**src/rtl/servo_motion_sequencer.sv**
```systemverilog
// Slew-limited pulse-width scheduler for a four-servo arm, with pose
// recording and in-order playback (dwell between poses, optional looping).
module servo_motion_sequencer #(
  parameter int CLK_FREQ_HZ  = 25_000_000,
  parameter int FRAME_US     = 20000,
  parameter int STEP_US      = 20,
  parameter int MIN_US       = 650,
  parameter int MAX_US       = 2600,
  parameter int CENTER_US    = 1500,
  parameter int NUM_POSES    = 8,
  parameter int DWELL_FRAMES = 25
) (
  input  logic        CLK,
  input  logic        RST_N,
  input  logic        target_valid,
  output logic        target_ready,
  input  logic [1:0]  target_sel,
  input  logic [11:0] target_us,
  input  logic        store,
  input  logic        clear,
  input  logic        play,
  input  logic        loop_en,
  input  logic        stop,
  input  logic        home,
  output logic [11:0] cmd0,
  output logic [11:0] cmd1,
  output logic [11:0] cmd2,
  output logic [11:0] cmd3,
  output logic [2:0]  state,
  output logic        busy,
  output logic        settled,
  output logic [2:0]  pose_idx,
  output logic [3:0]  pose_count,
  output logic        mem_full,
  output logic        frame_tick
);

  localparam int FRAME_CYCLES = CLK_FREQ_HZ / 1_000_000 * FRAME_US;
  localparam int FCW = (FRAME_CYCLES > 1) ? $clog2(FRAME_CYCLES) : 1;
  localparam int DWC = $clog2(DWELL_FRAMES + 2);
  localparam int PIW = $clog2(NUM_POSES);

  typedef enum logic [2:0] {
    S_LIVE   = 3'd0,
    S_HOMING = 3'd1,
    S_LOAD   = 3'd2,
    S_MOVE   = 3'd3,
    S_DWELL  = 3'd4
  } state_e;

  state_e          state_q, state_d;
  logic [FCW-1:0]  fcnt_q, fcnt_d;
  logic [DWC-1:0]  dwell_q, dwell_d;
  logic [11:0]     tgt_q [4];
  logic [11:0]     tgt_d [4];
  logic [11:0]     cmd_q [4];
  logic [11:0]     cmd_d [4];
  logic [3:0]      pose_count_q, pose_count_d;
  logic [2:0]      pose_idx_q, pose_idx_d;
  logic [47:0]     pose_mem [NUM_POSES];
  logic [47:0]     pose_rd_s;
  logic            frame_tick_s, settled_s, full_s, dwell_done_s, mem_we_s;

  function automatic logic [11:0] clamp_us(input logic [11:0] v);
    logic [11:0] r;
    if (v < 12'(MIN_US)) r = 12'(MIN_US);
    else if (v > 12'(MAX_US)) r = 12'(MAX_US);
    else r = v;
    return r;
  endfunction

  // Differences are taken in 13 bits so a large gap can never wrap.
  function automatic logic [11:0] slew_step(input logic [11:0] c, input logic [11:0] t);
    logic [11:0] r;
    if (c < t) r = (({1'b0, t} - {1'b0, c}) > 13'(STEP_US)) ? c + 12'(STEP_US) : t;
    else if (c > t) r = (({1'b0, c} - {1'b0, t}) > 13'(STEP_US)) ? c - 12'(STEP_US) : t;
    else r = c;
    return r;
  endfunction

  assign frame_tick_s = (fcnt_q == FCW'(FRAME_CYCLES - 1));
  assign settled_s    = (cmd_q[0] == tgt_q[0]) && (cmd_q[1] == tgt_q[1]) &&
                        (cmd_q[2] == tgt_q[2]) && (cmd_q[3] == tgt_q[3]);
  assign full_s       = (pose_count_q == 4'(NUM_POSES));
  assign pose_rd_s    = pose_mem[pose_idx_q[PIW-1:0]];
  assign dwell_done_s = (DWELL_FRAMES == 0) ||
                        (frame_tick_s && ((dwell_q + 1'b1) == DWC'(DWELL_FRAMES)));

  // Next-state: frame timer, slew, target writes, command priority and FSM.
  always_comb begin
    state_d      = state_q;
    pose_count_d = pose_count_q;
    pose_idx_d   = pose_idx_q;
    dwell_d      = dwell_q;
    mem_we_s     = 1'b0;
    fcnt_d       = frame_tick_s ? '0 : fcnt_q + 1'b1;
    for (int i = 0; i < 4; i++) begin
      tgt_d[i] = tgt_q[i];
      cmd_d[i] = frame_tick_s ? slew_step(cmd_q[i], tgt_q[i]) : cmd_q[i];
    end
    if (target_valid && (state_q == S_LIVE)) tgt_d[target_sel] = clamp_us(target_us);
    else tgt_d[target_sel] = tgt_q[target_sel];

    // Pulse priority is on the raw pulses: a higher one drops the rest.
    if (stop) begin
      if (state_q != S_LIVE) begin
        for (int i = 0; i < 4; i++) tgt_d[i] = cmd_q[i];
        state_d = S_LIVE;
      end else begin
        state_d = state_q;
      end
    end else if (home) begin
      for (int i = 0; i < 4; i++) tgt_d[i] = 12'(CENTER_US);
      pose_idx_d = 3'd0;
      state_d    = S_HOMING;
    end else begin
      case (state_q)
        S_LIVE: begin
          if (play) begin
            if (pose_count_q != 4'd0) begin
              pose_idx_d = 3'd0;
              state_d    = S_LOAD;
            end else begin
              state_d = S_LIVE;
            end
          end else if (store) begin
            if (!full_s) begin
              mem_we_s     = 1'b1;
              pose_count_d = pose_count_q + 4'd1;
            end else begin
              mem_we_s = 1'b0;
            end
          end else if (clear) begin
            pose_count_d = 4'd0;
          end else begin
            state_d = S_LIVE;
          end
        end
        S_HOMING: begin
          if (settled_s) state_d = S_LIVE;
          else state_d = S_HOMING;
        end
        S_LOAD: begin
          tgt_d[0] = pose_rd_s[11:0];
          tgt_d[1] = pose_rd_s[23:12];
          tgt_d[2] = pose_rd_s[35:24];
          tgt_d[3] = pose_rd_s[47:36];
          state_d  = S_MOVE;
        end
        S_MOVE: begin
          if (settled_s) begin
            dwell_d = '0;
            state_d = S_DWELL;
          end else begin
            state_d = S_MOVE;
          end
        end
        S_DWELL: begin
          if (dwell_done_s) begin
            if (pose_idx_q == 3'(pose_count_q - 4'd1)) begin
              pose_idx_d = 3'd0;
              state_d    = loop_en ? S_LOAD : S_LIVE;
              if (!loop_en) pose_idx_d = pose_idx_q;
              else pose_idx_d = 3'd0;
            end else begin
              pose_idx_d = pose_idx_q + 3'd1;
              state_d    = S_LOAD;
            end
          end else if (frame_tick_s) begin
            dwell_d = dwell_q + 1'b1;
          end else begin
            dwell_d = dwell_q;
          end
        end
        default: state_d = S_LIVE;
      endcase
    end
  end

  // State, counters, targets and commands.
  always_ff @(posedge CLK or negedge RST_N) begin
    if (!RST_N) begin
      state_q      <= S_LIVE;
      fcnt_q       <= '0;
      dwell_q      <= '0;
      pose_count_q <= 4'd0;
      pose_idx_q   <= 3'd0;
      for (int i = 0; i < 4; i++) begin
        tgt_q[i] <= 12'(CENTER_US);
        cmd_q[i] <= 12'(CENTER_US);
      end
    end else begin
      state_q      <= state_d;
      fcnt_q       <= fcnt_d;
      dwell_q      <= dwell_d;
      pose_count_q <= pose_count_d;
      pose_idx_q   <= pose_idx_d;
      for (int i = 0; i < 4; i++) begin
        tgt_q[i] <= tgt_d[i];
        cmd_q[i] <= cmd_d[i];
      end
    end
  end

  // Pose memory survives reset; only pose_count is cleared.
  always_ff @(posedge CLK) begin
    if (mem_we_s) pose_mem[pose_count_q[PIW-1:0]] <= {tgt_q[3], tgt_q[2], tgt_q[1], tgt_q[0]};
  end

  assign cmd0         = cmd_q[0];
  assign cmd1         = cmd_q[1];
  assign cmd2         = cmd_q[2];
  assign cmd3         = cmd_q[3];
  assign state        = state_q;
  assign busy         = (state_q != S_LIVE);
  assign target_ready = (state_q == S_LIVE);
  assign settled      = settled_s;
  assign pose_idx     = pose_idx_q;
  assign pose_count   = pose_count_q;
  assign mem_full     = full_s;
  assign frame_tick   = frame_tick_s;

endmodule

```
**config.mk**
```make
export PLATFORM = sky130hd
export DESIGN_NAME = servo_motion_sequencer
export DESIGN_NICKNAME = d
export VERILOG_FILES = /design/src/rtl/servo_motion_sequencer.sv
export SDC_FILE = /design/constraint.sdc
export NUM_CORES = 1
export LEC_CHECK = 0
export BUFFER_PORTS_ARGS = -buffer_cell sky130_fd_sc_hd__buf_2
export CELL_PAD_IN_SITES_DETAIL_PLACEMENT = 1
export CELL_PAD_IN_SITES_GLOBAL_PLACEMENT = 2
export CORE_ASPECT_RATIO = 1.4
export CORE_MARGIN = 2
export CORE_UTILIZATION = 43
export DETAILED_ROUTE_END_ITERATION = 8
export PLACE_DENSITY_LB_ADDON = 0.1
export SKIP_CTS_REPAIR_TIMING = 1
export SLEW_MARGIN = 20
export SYNTH_ARGS = -nofsm -noshare
export SYNTH_HDL_FRONTEND = slang
export SYNTH_SLANG_ARGS = --single-unit
```
**constraint.sdc**
```tcl
create_clock -name CLK -period 8.1 [get_ports CLK]
set_clock_uncertainty 0.15 [all_clocks]
set_input_delay 1.215 -clock CLK [delete_from_list [all_inputs] [get_ports CLK]]
set_output_delay 1.215 -clock CLK [all_outputs]
set_load 0.05 [all_outputs]
```
==> results.md <==
* Status: completed
* Crit-path max FO at 9
* Initial Util at 43.5%
* Layout cells sized above 1 at between 10% and 20%
* Total power at between 6 and 7 mW
* Post-route ant nets at 0
* Die area at between 60000 and 70000 um2
* All-Layer GR Usage at 26.7%
* Root buf cell: clkbuf_16
* Tightest Hold Check Type: register to register
* Power Density at 204 nW/um2
* Fmax at approximately 190 MHz
* Vias in the first global route at around 22000
* Nets@finish at 2593
* Post-Synth Simple-Gate Area at roughly 11%
* TritonRoute pass-1 iters at 5
* Cell Area, Synth at 28100 um2
* Syn Inst Count at ~2400
* Slew Viols, Final at 0
* Area Overhead vs Synth at 10.6%
* Row cnt at between 100 and 150
* Syn Nets at between 2000 and 3000
* Post-synthesis xor/xnor area fraction at under 10%
* Dominant synthesized flop cell: edfxtp_1
* Ports at 86
* Die Height at a little over 300 um
* Max_slew headroom at approximately 27%
* Worst-skew pair later-pin latency at about 0.60 ns
* Startpoint Class: register
* Post-synthesis adder-cell area fraction at between 5 and 6%
* Via count at around 20000
* Tcrit/Tclk final at between 60 and 70%
* Sequential-to-total area share from yosys stat at between 50% and 60%
* Post-DP HPWL at just over 60000 um
* FILL cells at roughly 6800
* Final non-filler cell total at roughly 3300
* Final setup viols at 0
* Global-route wire length before repair at 136000 um
* Max Cap Viol at 0
* Starting DRT DRC Count at roughly 1300
* EDFF count, synth at roughly 380
* Antenna violations before repair at 4
* Dpl ws at 2.57 ns
* Core region area at between 60000 and 70000 um2
* Largest net degree at the start of global routing at just over 90
* Global route total overflow at 0
* Worst setup margin at roughly 2.9 ns
* Port Buffer Count at 85
* Routed WL per cell at about 27 um
* Clk sinks at 514
* Final Hold Viols at 0
* Post-synthesis compound-gate area fraction at ~15%
* Async S/R FF share, synth at approximately 25%
* Clock buffer depth at 3
* RSZ-0062 raised after global routing: no
* Worst slew pin tran at approximately 1.1 ns
* DIE WIDTH at ~220 um
* CP Capture Type: output port
* Total Neg Setup Slack at 0 ns
* CP required at 6.73 ns
* Drt drc at 0
* Worst-path clk slew at approximately 0.070 ns
* Mux contribution to synthesized area at about a tenth
* Number of synthesis warnings at 0
* P_leak at 11.0 nW
* WP data arrival at ~3.8 ns
* CTS tree: yes
* WS Path Type: register to output port
* Routed WL at a little under 90000 um
* Main combinational cell family by area after synthesis: compound AO/OA/AOI/OAI gates
* H-tree levels at 2
* Max VDD drop at about 0.00023 V
* Syn Area/Cell at 11.6 um2
* FF+latch count, synth at about 500
* Final core occ at about half
* Netlist cell types at 101
* Via-to-Cell Ratio at slightly above 6
* Placer congestion estimate at roughly 0.83
* Total CTS buffers at 50
* Crit path time final at ~5.2 ns
* Dpl cells at approximately 3200
## power by group
part,total [mW],switching (mW),internal [mW]
Combinational,0.812,0.531,0.282
Sequential,3.11,0.150,2.96
Clock,2.41,1.05,1.36
Total,6.33,1.73,4.60
## sequential cells by signal, indices dropped and copies added (netlist names)
| signal | cells |
|---|---|
| fcnt_q | 19 |
| cmd2 | 12 |
| state | 3 |
| tgt_q | 48 |
| cmd1 | 12 |
| pose_count | 4 |
| cmd3 | 12 |
| pose_idx | 3 |
| pose_mem | 384 |
| cmd0 | 12 |
| dwell_q | 5 |
## metal layers
metal / track usage, % / vias up / part of all wire [%]
met3: 2.79 / 113 / 3.6
li1: - / 9210 / -
met5: 0 / - / 0.029
met4: 8.46 / 4 / 3.2
met2: 48.5 / 404 / 53
met1: 33.0 / 10500 / 41
## worst max-delay path: stages, from the launching register on
cell and delay, ns:
dfstp_2 0.63, inv_1 0.10, ha_1 0.45, and3_1 0.32, nand2_1 0.10, nor4_1 0.88, and4_1 0.41, buf_2 0.29
## cells in the final DEF, fill, tap and decap left out, types with 13 or more instances in the layout
master,netlist,routed
nand3_1,61,61
clkbuf_16,0,51
a22o_1,16,16
ha_1,110,110
o211ai_1,21,21
nor2b_1,24,24
buf_2,14,84
and3_1,25,25
nand2_1,237,237
buf_4,3,26
a21oi_1,181,181
nand4_1,14,14
mux2i_1,73,73
edfxtp_1,384,384
o21a_1,21,21
dfstp_2,56,56
o21ai_1,17,17
or3_1,18,16
o22ai_1,32,32
nor3_1,61,58
nor4_1,15,13
mux4_2,96,96
nor2_1,130,123
a31oi_1,15,15
inv_1,142,142
nand2b_1,21,21
xnor2_1,30,30
a21o_1,34,34
dfrtp_1,74,71
a22oi_1,15,15
o21ai_0,138,137
xor2_1,17,17
a211oi_1,26,26
## per-stage QoR
stage	area, um2	hold slack [ns]
after floorplan	28100	0.283
after global placement	29300	0.304
after detailed placement	29300	0.309
after CTS	31000	0.318
after global routing	31000	0.358
final	31000	0.316
## area by class of cell
| cell class | count | area, um2 | share of cell area [%] |
|---|---|---|---|
| Antenna cell | 1 | 2.50 | 0.00807 |
| Clock buffer | 63 | 1360 | 4.39 |
| Clock inverter | 30 | 325 | 1.05 |
| Inverter | 143 | 537 | 1.73 |
| Multi-Input combinational cell | 1637 | 12200 | 39.4 |
| Sequential cell | 514 | 14900 | 47.9 |
| Tap cell | 840 | 1050 | 3.39 |
| Timing Repair Buffer | 112 | 647 | 2.09 |
## synthesized netlist by cell type (all sizes together), types with 16 or more instances
cell | instances | area share (%)
and3 | 25 | 0.56
mux2i | 73 | 2.6
dfrtp | 74 | 6.6
buf | 37 | 0.65
o21a | 21 | 0.56
o21ai | 157 | 2.8
or3 | 18 | 0.40
ha | 110 | 4.9
nor3 | 61 | 1.1
a21o | 34 | 0.91
nor2b | 25 | 0.58
o211ai | 22 | 0.61
a21oi | 182 | 3.3
a22o | 16 | 0.50
mux4 | 96 | 7.7
nand2b | 21 | 0.47
nand3 | 62 | 1.1
dfstp | 56 | 5.2
xnor2 | 30 | 0.94
inv | 143 | 1.9
o22ai | 32 | 0.71
nand4 | 16 | 0.40
edfxtp | 384 | 41
nor2 | 131 | 1.8
xor2 | 17 | 0.53
nand2 | 238 | 3.2
a211oi | 27 | 0.74
clkbuf | 89 | 1.2
## cells by family after synthesis
| group | Yosys count |
|---|---|
| AOI/OAI and AO/OA | 640 |
| buffers and inverters | 269 |
| muxes | 174 |
| xor gates and xnor gates | 47 |
| and+or+nand+nor | 664 |
| DFF | 514 |
| adders and majority gates | 112 |
## path summary, 6_finish.rpt
| path | start | end | slack [ns] | cells after the start |
|---|---|---|---|---|
| setup / recovery | cmd0[7] | settled | 2.95 | 7 |
| hold / removal | fcnt_q[0] | fcnt_q[0] | 0.32 | 1 |
| setup reg to reg | state[2] | tgt_q[39] | 3.61 | 11 |
| hold reg to reg | fcnt_q[0] | fcnt_q[0] | 0.32 | 1 |
| max in group asynchronous | RST_N | fcnt_q[17] | 5.81 | 2 |
| min in group asynchronous | RST_N | tgt_q[13] | 0.56 | 1 |
Note: power is estimated with default switching activity, not from simulation.
